[src/rtl/sampswitch_driver.sv]
// Timing controller for the analog sampling switch: track window, guard gap,
// then a conversion hold window with a one-cycle conv_start pulse.
module sampswitch_driver #(
  parameter int CNT_W  = 8,
  parameter int FCNT_W = 16
) (
  input  logic              clk,
  input  logic              rst_n,
  input  logic              start,
  input  logic              continuous,
  input  logic              stop,
  input  logic              abort,
  input  logic [CNT_W-1:0]  cfg_samp_len,
  input  logic [CNT_W-1:0]  cfg_guard_len,
  input  logic [CNT_W-1:0]  cfg_hold_len,
  output logic              samp_clk,
  output logic              samp_clk_b,
  output logic              conv_start,
  output logic              busy,
  output logic              done,
  output logic [FCNT_W-1:0] frame_cnt,
  output logic [1:0]        state_dbg
);

  typedef enum logic [1:0] {
    ST_IDLE   = 2'd0,
    ST_SAMPLE = 2'd1,
    ST_GUARD  = 2'd2,
    ST_HOLD   = 2'd3
  } state_t;

  state_t             state_q, state_d;
  logic [CNT_W-1:0]   cnt_q, cnt_d;
  logic [CNT_W-1:0]   guard_len_q, guard_len_d;
  logic [CNT_W-1:0]   hold_len_q, hold_len_d;
  logic               cont_q, cont_d;
  logic [FCNT_W-1:0]  frame_cnt_q, frame_cnt_d;
  logic               samp_clk_q, samp_clk_b_q;
  logic               conv_start_q, conv_start_d;
  logic               busy_q;
  logic               done_q, done_d;

  always_comb begin
    state_d      = state_q;
    cnt_d        = cnt_q;
    guard_len_d  = guard_len_q;
    hold_len_d   = hold_len_q;
    cont_d       = cont_q;
    frame_cnt_d  = frame_cnt_q;
    conv_start_d = 1'b0;
    done_d       = 1'b0;

    case (state_q)
      ST_IDLE: begin
        if (start && !abort) begin
          state_d     = ST_SAMPLE;
          cnt_d       = cfg_samp_len;
          guard_len_d = cfg_guard_len;
          hold_len_d  = cfg_hold_len;
          cont_d      = continuous;
        end
      end
      ST_SAMPLE: begin
        if (cnt_q != '0) begin
          cnt_d = cnt_q - CNT_W'(1);
        end else if (guard_len_q != '0) begin
          state_d = ST_GUARD;
          cnt_d   = guard_len_q - CNT_W'(1);
        end else begin
          state_d      = ST_HOLD;
          cnt_d        = hold_len_q;
          conv_start_d = 1'b1;
        end
      end
      ST_GUARD: begin
        if (cnt_q != '0) begin
          cnt_d = cnt_q - CNT_W'(1);
        end else begin
          state_d      = ST_HOLD;
          cnt_d        = hold_len_q;
          conv_start_d = 1'b1;
        end
      end
      ST_HOLD: begin
        if (cnt_q != '0) begin
          cnt_d = cnt_q - CNT_W'(1);
        end else begin
          frame_cnt_d = frame_cnt_q + FCNT_W'(1);
          // Back-to-back frames re-latch config with no idle gap.
          if (cont_q && !stop) begin
            state_d     = ST_SAMPLE;
            cnt_d       = cfg_samp_len;
            guard_len_d = cfg_guard_len;
            hold_len_d  = cfg_hold_len;
          end else begin
            state_d = ST_IDLE;
            done_d  = 1'b1;
          end
        end
      end
      default: state_d = ST_IDLE;
    endcase

    // Abort overrides everything and discards the in-flight frame.
    if (abort && (state_q != ST_IDLE)) begin
      state_d      = ST_IDLE;
      cnt_d        = cnt_q;
      guard_len_d  = guard_len_q;
      hold_len_d   = hold_len_q;
      cont_d       = cont_q;
      frame_cnt_d  = frame_cnt_q;
      conv_start_d = 1'b0;
      done_d       = 1'b0;
    end
  end

  always_ff @(posedge clk or negedge rst_n) begin
    if (!rst_n) begin
      state_q      <= ST_IDLE;
      cnt_q        <= '0;
      guard_len_q  <= '0;
      hold_len_q   <= '0;
      cont_q       <= 1'b0;
      frame_cnt_q  <= '0;
      samp_clk_q   <= 1'b0;
      samp_clk_b_q <= 1'b1;
      conv_start_q <= 1'b0;
      busy_q       <= 1'b0;
      done_q       <= 1'b0;
    end else begin
      state_q      <= state_d;
      cnt_q        <= cnt_d;
      guard_len_q  <= guard_len_d;
      hold_len_q   <= hold_len_d;
      cont_q       <= cont_d;
      frame_cnt_q  <= frame_cnt_d;
      samp_clk_q   <= (state_d == ST_SAMPLE);
      samp_clk_b_q <= (state_d != ST_SAMPLE);
      conv_start_q <= conv_start_d;
      busy_q       <= (state_d != ST_IDLE);
      done_q       <= done_d;
    end
  end

  assign samp_clk   = samp_clk_q;
  assign samp_clk_b = samp_clk_b_q;
  assign conv_start = conv_start_q;
  assign busy       = busy_q;
  assign done       = done_q;
  assign frame_cnt  = frame_cnt_q;
  assign state_dbg  = state_q;

endmodule
[config.mk]
export PLATFORM = sky130hd
export DESIGN_NAME = sampswitch_driver
export DESIGN_NICKNAME = d
export VERILOG_FILES = /design/src/rtl/sampswitch_driver.sv
export SDC_FILE = /design/constraint.sdc
export NUM_CORES = 1
export LEC_CHECK = 0
export BUFFER_PORTS_ARGS = -buffer_cell sky130_fd_sc_hd__buf_2
export CAP_MARGIN = 40
export CORE_MARGIN = 2
export CORE_UTILIZATION = 26
export DETAILED_ROUTE_END_ITERATION = 10
export GPL_TIMING_DRIVEN = 0
export SKIP_LAST_GASP = 1
export SLEW_MARGIN = 20
export SYNTH_ARGS = -nofsm -noshare
export SYNTH_HDL_FRONTEND = slang
export SYNTH_SLANG_ARGS = --single-unit
[constraint.sdc]
create_clock -name clk -period 3.1 [get_ports clk]
set_input_delay 0.31 -clock clk [delete_from_list [all_inputs] [get_ports clk]]
set_output_delay 0.31 -clock clk [all_outputs]
set_load 0.03 [all_outputs]
---- Word-level counts from Yosys, hierarchy flattened ----
Index checks and enable logic that the tools add are counted.
operators by class
  $add $sub $neg .......................... 3
  eq/ne operators ......................... 9
  multiplexer cells ....................... 32
  bitwise operators ....................... 2
  reductions and logical operators ........ 15
operators with widths
  cell                                                  count
  2-to-1 mux 8 bit                                      12
  case mux 8 bit (2 select lines)                       2
  case mux 8 bit (4 select lines)                       1
  adder 16 x 1 -> 16 bit (second input constant)        1
  nonzero test 8 bit                                    2
  subtractor 8 x 1 -> 8 bit (second input constant)     2
  2-to-1 mux 1 bit                                      10
  2-to-1 mux 2 bit                                      5
  AND reduction 3 bit                                   3
  case mux 2 bit (4 select lines)                       1
  != test 2 bit (second input constant)                 3
  nonzero test 2 bit                                    3
  AND reduction 5 bit                                   1
  equality test 2 x 1 -> 1 bit (second input constant)  2
  equality test 2 bit (second input constant)           2
  logical AND 1 bit                                     3
  != test 3 bit (second input constant)                 1
  logical NOT 1 bit                                     2
  logical NOT 2 bit                                     1
  != test 2 x 1 -> 1 bit (second input constant)        1
  NOT 1 bit                                             2
  case mux 1 bit (2 select lines)                       1
word-level totals
  flip-flop bits (word level) ............. 48
  input bits .............................. 30
  output and inout bits ................... 23
  logic and storage cells ................. 72

---- Longest topological paths before layout ----
Gate-level depths: netlist (run 1).
  depth after elaboration ................. 7
  gate-level depth with buffers ........... 9
  gate-level depth less buffers ........... 8

---- Least setup slack after synthesis (run 1) ----
No wires, ideal clock.
  kind .................................... register -> register
  start point ............................. register cnt_q[0]
  end point ............................... register guard_len_q[0]
  library setup time ...................... 125 ps
  data arrival time ....................... 2,150 ps
  required time ........................... 2,975 ps
  slack ................................... 825 ps
  cell stages (with the launch flop) ...... 10
  path buffers ............................ 2
  clock period less this slack ............ 2,275 ps
  path through ............................ dfrtp_1 > inv_1 > ha_1 > or4b_4 > nor2_4 > nand3_1 > a21o_1 > buf_6 > buf_6 > mux2_4
between the ends
  longest elaborated chain between the ends .. 3
RTL lines
  element                        RTL line  text
  start: declaration             33        logic [CNT_W-1:0] cnt_q, cnt_d;
  start signal: assignment       132       cnt_q <= cnt_d;
  nonzero test 8 bit             85        if (cnt_q != '0) begin
  != test 2 bit (no line)        n/a
  AND reduction 5 bit (no line)  n/a
  end signal: assignment         133       guard_len_q <= guard_len_d;
  end: declaration               34        logic [CNT_W-1:0] guard_len_q, guard_len_d;
Every way passes these cells.
A chain may end at the register's enable or synchronous reset.

---- Worst setup path in the final report (run 1) ----
  start point ............................. register cnt_q[0]
  end point ............................... register frame_cnt_q[8], in the netlist frame_cnt[8]
between the ends
  longest elaborated chain between the ends .. 3
RTL lines
  element                        RTL line  text
  nonzero test 8 bit             85
  NOT 1 bit (no line)            n/a
  AND reduction 3 bit (no line)  n/a
  end signal: assignment         136       frame_cnt_q <= frame_cnt_d;
  end: declaration               37        logic [FCNT_W-1:0] frame_cnt_q, frame_cnt_d;
Every way passes these cells.

==> impl_results.md, run 1 <==
* Worst path slowest cell: nor4b_2
* Number of global-route vias before repair at 2395
* P_leak at 1.514 nW
* Initial antenna violation count at 0
* Initial core utilization at 0.2637
* Layout cells sized above 1 at 0.2500
* ANT cells at 0
* Most frequent cells in the layout: buf_2 (51), dfrtp_1 (47), nand2_1 (26)
* Port bufs at 51
* Startpoint type of the worst setup path: register
* Crit path required time at 3.31 ns
* Initial DRT Pass Iterations at 4
* Dpl cell area at 3272 um2
* HP Class: in -> reg
* Cell Rows at 38
* DIE AREA at 11700 um2
* First-pass GRT wire length at 12.16 mm
* Worst-Margin Slew at 0.6662 ns
* Pins over their slew limit at 0
* Num ports at 53
* Remaining antenna violation count at 0
* Setup violators final at 0
* Core area at 10700 um2
* Prevailing post-synth register cell: dfrtp_1
* Synth area leader: dfrtp_1
* CTS clk-pin slew, worst paths at 0.10 ns
* Synth unique cells at 61
* GR Util met1 at 0.1884
* Vias at 2400
* Routed wire per std cell at 14.84 um
* Clock Sinks at 48
* Syn_nets at 316
* Fill cell count at 1132
* Avg Synthesized Cell Area at 10.11 um2
* Setup repair after global routing missed its margin: false
* Fin crit share at 0.8578
* Vias/cell at 5.000
* P per Cell Area at 764.5 nW/um2
* Dominant cells by area after synthesis: dfrtp_1 (42%), mux2_4 (5.3%), xnor2_1 (4.7%)
* YS warnings at 0
* Data arrival, critical path at 2.87 ns
* Proportion of power drawn by combinational gates at 0.414
* Crit path kind: reg -> reg
* Net load switching power at 1.050 mW
* Post-synth EDFFs at 0
* Layout area overhead at 20.40%
* Flop pwr share at 0.401
* Residual DRC at 0
* WHS Path Cells at 2
* WL final at 7.122 mm
* Root Buffer: clkbuf_8
* Syn Inst Count at 279
* Final #Nets at 376
* Clock Path Buffers at 2
* Post-synth ARST share at 1.000
* Htree depth at 2
* Commonest non-fill, non-tap cell in the layout: buf_2
* Outcome: finished clean
* Post-Syn Area at 2821 um2
* Pint at 1.547 mW
* Post-DP HPWL at 5.453 mm
* Seq/Total Area, Yosys at 0.4262
* Critical Path Fanout Max at 7
* Synth Register Bits at 48
* Max Clk Rate at 376.1 MHz
* Switching Fraction at 0.4043
* Post-layout min period at 2.659 ns
* VDD IR max at 0.4227 mV
* Final TNS setup at 0 ns
* Worst Skew at 0.01053 ns
* Grt met3 use at 0.02411
* TritonCTS Buffers at 5
* Final non-filler cell area at 3397 um2
* Drt initial violations at 181
* Reg2Reg Depth at 7
* Worst-skew pair later-pin latency at 0.32 ns
* Post-CTS setup buffer count at 0
* Largest net degree at the start of global routing at 28
* Die span in x at 108.2 um
* Number of max-cap violations at 0
* DIE HEIGHT at 108.2 um
* # resized after CTS at 0
* Clock power share at 0.185
* RePlAce Congestion at 0.8424
* Critical Path Sink Type: register
* Fin. Hold Viols at 0
* Grt met2 use at 0.2004
* GRT Overall Usage at 0.1306
* Most Crowded Layer GR: met2
* Slew headroom at 0.5525
* Critical path cell sequence: inv_1 -> ha_1 -> nor4b_2 -> nand4_1 -> nor3_2 -> nand3_1 -> xnor2_1
* CTS tree: built
* Post-synth top area share at 0.4169
* Grt ovf at 0
* Biggest cell delay along the critical path at 0.56 ns
-- sequential cells by signal, summed over array words and instances, names as in the netlist --
signal and count:
cnt_q 8, busy 1, samp_clk 1, hold_len_q 8, conv_start 1, frame_cnt 16, state_dbg 2, done 1
guard_len_q 8, cont_q 1, samp_clk_b 1
-- cells by family after synthesis --
logic type | synth area share
buffers and inverters | 0.04523
XOR/XNOR | 0.06208
AO/OA/AOI/OAI | 0.1570
AND/OR/NAND/NOR | 0.1863
multiplexers | 0.09224
adder cells (fa/ha/maj) | 0.03104
flip-flops | 0.4262
-- through the flow --
step | setup WS (ns) | hold WS (ns) | power [mW] | cells | utilization
2_1_floorplan | 0.8251 | 0.01441 | 1.813 | 279 | -
3_3_place_gp | 0.5046 | 0.4570 | 2.091 | 470 | 0.3040
3_5_place_dp | 0.4469 | 0.3197 | 2.122 | 471 | 0.3058
4_1_cts | 0.4361 | 0.1969 | 2.614 | 480 | 0.3175
5_1_grt | 0.2320 | 0.1953 | 2.806 | 480 | 0.3175
6_report | 0.4408 | 0.2042 | 2.597 | 480 | 0.3175
-- final cells by class --
type	count	area, um2	share of cell area
clock inverters	3	46.29	0.01363
inverters	14	52.55	0.01547
flip-flops and latches	48	1202	0.3540
multi-input cells	205	1491	0.4390
well taps	140	175.2	0.05157
clock buffers	5	68.82	0.02026
repair buffers	53	285.3	0.08398
plain buffers	12	75.07	0.02210
-- metal layers --
layer | part of all wire | up-vias
met5 | 0 | -
met4 | 0.0098 | 0
met3 | 0.053 | 7
met2 | 0.44 | 76
met1 | 0.49 | 1169
li1 | - | 1148
-- timing repair --
action	CTS	global route
hold endpoints to repair	20	0
hold buffers	1	0
endpoints found under the setup margin	0	0
-- critical path: cells and delay by family (launching register included) --
kind | cells | cell delay, ns
xor+xnor | 1 | 0.14
fa+ha+maj | 1 | 0.29
buf+inv | 1 | 0.09
flops | 1 | 0.45
simple gates | 4 | 1.59
-- cells in the mapped netlist, types with 2 or more instances --
cell	number
clkbuf_1	7
nand3_1	11
ha_1	7
mux2_4	10
o31ai_1	6
or4b_1	2
o311ai_0	2
o21ai_1	7
inv_1	12
a21o_1	3
a21oi_1	7
and2_1	3
o21ai_0	8
dfrtp_1	47
o221ai_1	4
a222oi_1	2
or3_1	4
nand4_1	5
nor3_2	2
xnor2_1	15
o211ai_1	5
a31oi_1	4
xor2_1	5
buf_6	4
mux2_1	7
mux2i_1	2
nand2_1	26
nor3_1	12
a21boi_1	2
o311ai_1	2
nor2_1	15
and4_1	2
-- power groups by stage --
stage | clock network, mW | registers (mW) | logic [mW]
after floorplan | 0 | 1.03 | 0.780
after global placement | 0 | 1.04 | 1.05
after detailed placement | 0 | 1.06 | 1.07
after CTS | 0.497 | 1.04 | 1.07
after global routing | 0.523 | 1.08 | 1.20
final | 0.480 | 1.04 | 1.08
-- path summary, 6_finish.rpt --
kind / slack [ns] / startpoint / end
setup / recovery: 0.44 / cnt_q[0] / frame_cnt[8]
setup reg to reg: 0.44 / cnt_q[0] / frame_cnt[8]
hold reg to reg: 0.48 / frame_cnt[15] / frame_cnt[15]
min in group asynchronous: 0.49 / rst_n / frame_cnt[13]
max in group asynchronous: 2.07 / rst_n / hold_len_q[1]
hold / removal: 0.20 / cfg_guard_len[7] / guard_len_q[7]
Power figures use the tool's default switching activity.
==> run 2: changes to the inputs <==
--- a/config.mk
+++ b/config.mk
@@ -5,7 +5,7 @@
 export SDC_FILE = /design/constraint.sdc
 export NUM_CORES = 1
 export LEC_CHECK = 0
-export BUFFER_PORTS_ARGS = -buffer_cell sky130_fd_sc_hd__buf_2
+export BUFFER_PORTS_ARGS = -buffer_cell sky130_fd_sc_hd__clkbuf_2
 export CAP_MARGIN = 40
 export CORE_MARGIN = 2
 export CORE_UTILIZATION = 26
==> impl_results.md, run 2 (synthesis results as in run 1) <==
* Initial DRT Pass Iterations at 5
* Layout Cells excl Fill at 478
* Port bufs at 51
* Clock Path Buffers at 2
* Critical path cell sequence: inv_1 -> ha_1 -> nor4b_2 -> nand4_1 -> nor3_2 -> nand3_1 -> xnor2_1
* Pins over their slew limit at 0
* Hold_buf cts at 0
* Initial antenna violation count at 0
* Critical Path Sink Type: register
* # resized after CTS at 0
* Critical Path Fanout Max at 7
* Net load switching power at 1.043 mW
* Flop pwr share at 0.399
* Largest net degree at the start of global routing at 49
* Vias at 2359
* TritonCTS Buffers at 5
* Largest delay share family, worst path: simple AND/OR/NAND/NOR gates
* Grt ovf at 0
* CTS clk-pin slew, worst paths at 0.10 ns
* Crit path kind: reg -> reg
* Slew headroom at 0.5048
* Max Clk Rate at 378.2 MHz
* DIE AREA at 11700 um2
* Routed wire per std cell at 14.67 um
* Largest register FFs at 16
* Worst-Margin Slew at 0.7372 ns
* Layout cells sized above 1 at 0.2485
* Outcome: finished clean
* Switching Fraction at 0.4000
* P per Cell Area at 772.6 nW/um2
* Met3 WL at 512 um
* Cell Rows at 38
* Fin. Hold Viols at 0
* Pint at 1.565 mW
* Commonest non-fill, non-tap cell in the layout: clkbuf_2
* Worst setup path endpoint: frame_cnt[14]
* Worst Skew at 0.009435 ns
* Post-layout min period at 2.644 ns
* Startpoint type of the worst setup path: register
* Num ports at 53
* Fill cell count at 1125
* Proportion of power drawn by combinational gates at 0.414
* Worst path slowest cell: nor4b_2
* Register Area at 1202 um2
* Drt initial violations at 145
* ANT cells at 0
* Util after Layout at 0.3156
* CTS tree: built
* Reg2Reg Depth at 7
* First-pass GRT wire length at 11.47 mm
* CP Depth at 7
* GRT Overall Usage at 0.1240
* Pwr Total at 2.608 mW
* Pre-CTS setup slack at 0.4689 ns
* Final non-filler cell area at 3376 um2
* RR Endpoint: frame_cnt[14]
* Post-DP HPWL at 5.316 mm
* WHS at 0.04581 ns
* Setup repair after global routing missed its margin: false
* WL final at 7.010 mm
* Biggest cell delay along the critical path at 0.55 ns
* Clock power share at 0.187
* Setup slack, reg-to-reg at 0.46 ns
* Number of max-cap violations at 0
* Met2 wire len at 3.031 mm
* Worst r2r src: cnt_q[0]
* DIE HEIGHT at 108.2 um
* Dpl cell area at 3254 um2
* Htree depth at 2
* Remaining antenna violation count at 0
* Post-CTS setup buffer count at 0
* Most frequent cells in the layout: clkbuf_2 (50), dfrtp_1 (47), nand2_1 (26)
* HP Class: in -> async
* Data arrival, critical path at 2.85 ns
* RePlAce Congestion at 0.8404
* Highest metal used: met4
* Dpl cells at 470
* Core area at 10700 um2
* Fin crit share at 0.8530
* Worst setup path start: cnt_q[0]
* Crit path required time at 3.30 ns
* Root Buffer: clkbuf_8
* VDD IR max at 0.3583 mV
* Worst-skew pair later-pin latency at 0.31 ns
* Final TNS setup at 0 ns
* Met1 WL at 3.376 mm
* Number of global-route vias before repair at 2301
* Die span in x at 108.2 um
* Setup violators final at 0
* Vias/cell at 4.935
* Worst Path Buf+Inv at 1
* Multi-input logic area at 1491 um2
* Final #Nets at 374
* Layout area overhead at 19.65%
* P_leak at 1.496 nW
* Clock Sinks at 48
* Residual DRC at 0
* Final WS setup at 0.4557 ns
* Initial core utilization at 0.2637
[run 2: changes by cell type in the layout (fill, tap and decap cells not counted), sizes merged]
| cell | previous run | this run |
|---|---|---|
| clkinvlp | 1 | 0 |
| clkbuf | 12 | 64 |
| clkinv | 1 | 2 |
| inv | 14 | 13 |
| buf | 57 | 5 |
| dlygate4sd3 | 1 | 0 |
[run 2: final cells by class]
class | count | area share
buffer | 12 | 0.02224
clock inverter | 2 | 0.01149
sequential | 48 | 0.3562
tap | 140 | 0.05189
clock buffer | 6 | 0.02446
inverter | 14 | 0.01557
multi-input combinational | 205 | 0.4418
timing repair buffer | 51 | 0.07635
[run 2: worst min path at each step]
| stage | end | slack, ns |
|---|---|---|
| 3_5_place_dp | frame_cnt[13] | 0.42 |
| 3_3_place_gp | frame_cnt[15] | 0.46 |
| 4_1_cts | frame_cnt[13] | 0.08 |
| 5_1_grt | frame_cnt[6] | 0.11 |
| 2_1_floorplan | busy | 0.01 |
| 6_report | frame_cnt[13] | 0.05 |
[run 2: routing by layer]
| layer | track usage | up-vias |
|---|---|---|
| li1 | - | 1157 |
| met1 | 0.1774 | 1096 |
| met2 | 0.1878 | 97 |
| met3 | 0.02652 | 9 |
| met4 | 0.03571 | 0 |
| met5 | 0 | - |
[run 2: power by group through the flow]
stage                     sequential (mW)  combinational (mW)  clock (mW)
final                                1.04                1.08       0.489
after global routing                 1.07                1.19       0.526
after CTS                            1.04                1.07       0.505
after detailed placement             1.05                1.06           0
after global placement               1.04                1.05           0
after floorplan                      1.03               0.780           0
[run 2: worst reg2reg max path, cell delays in order, from the launching register on]
cell and delay [ns]:
dfrtp_1 0.45, inv_1 0.09, ha_1 0.30, nor4b_2 0.55, nand4_1 0.36, nor3_2 0.49, nand3_1 0.15, xnor2_1 0.14
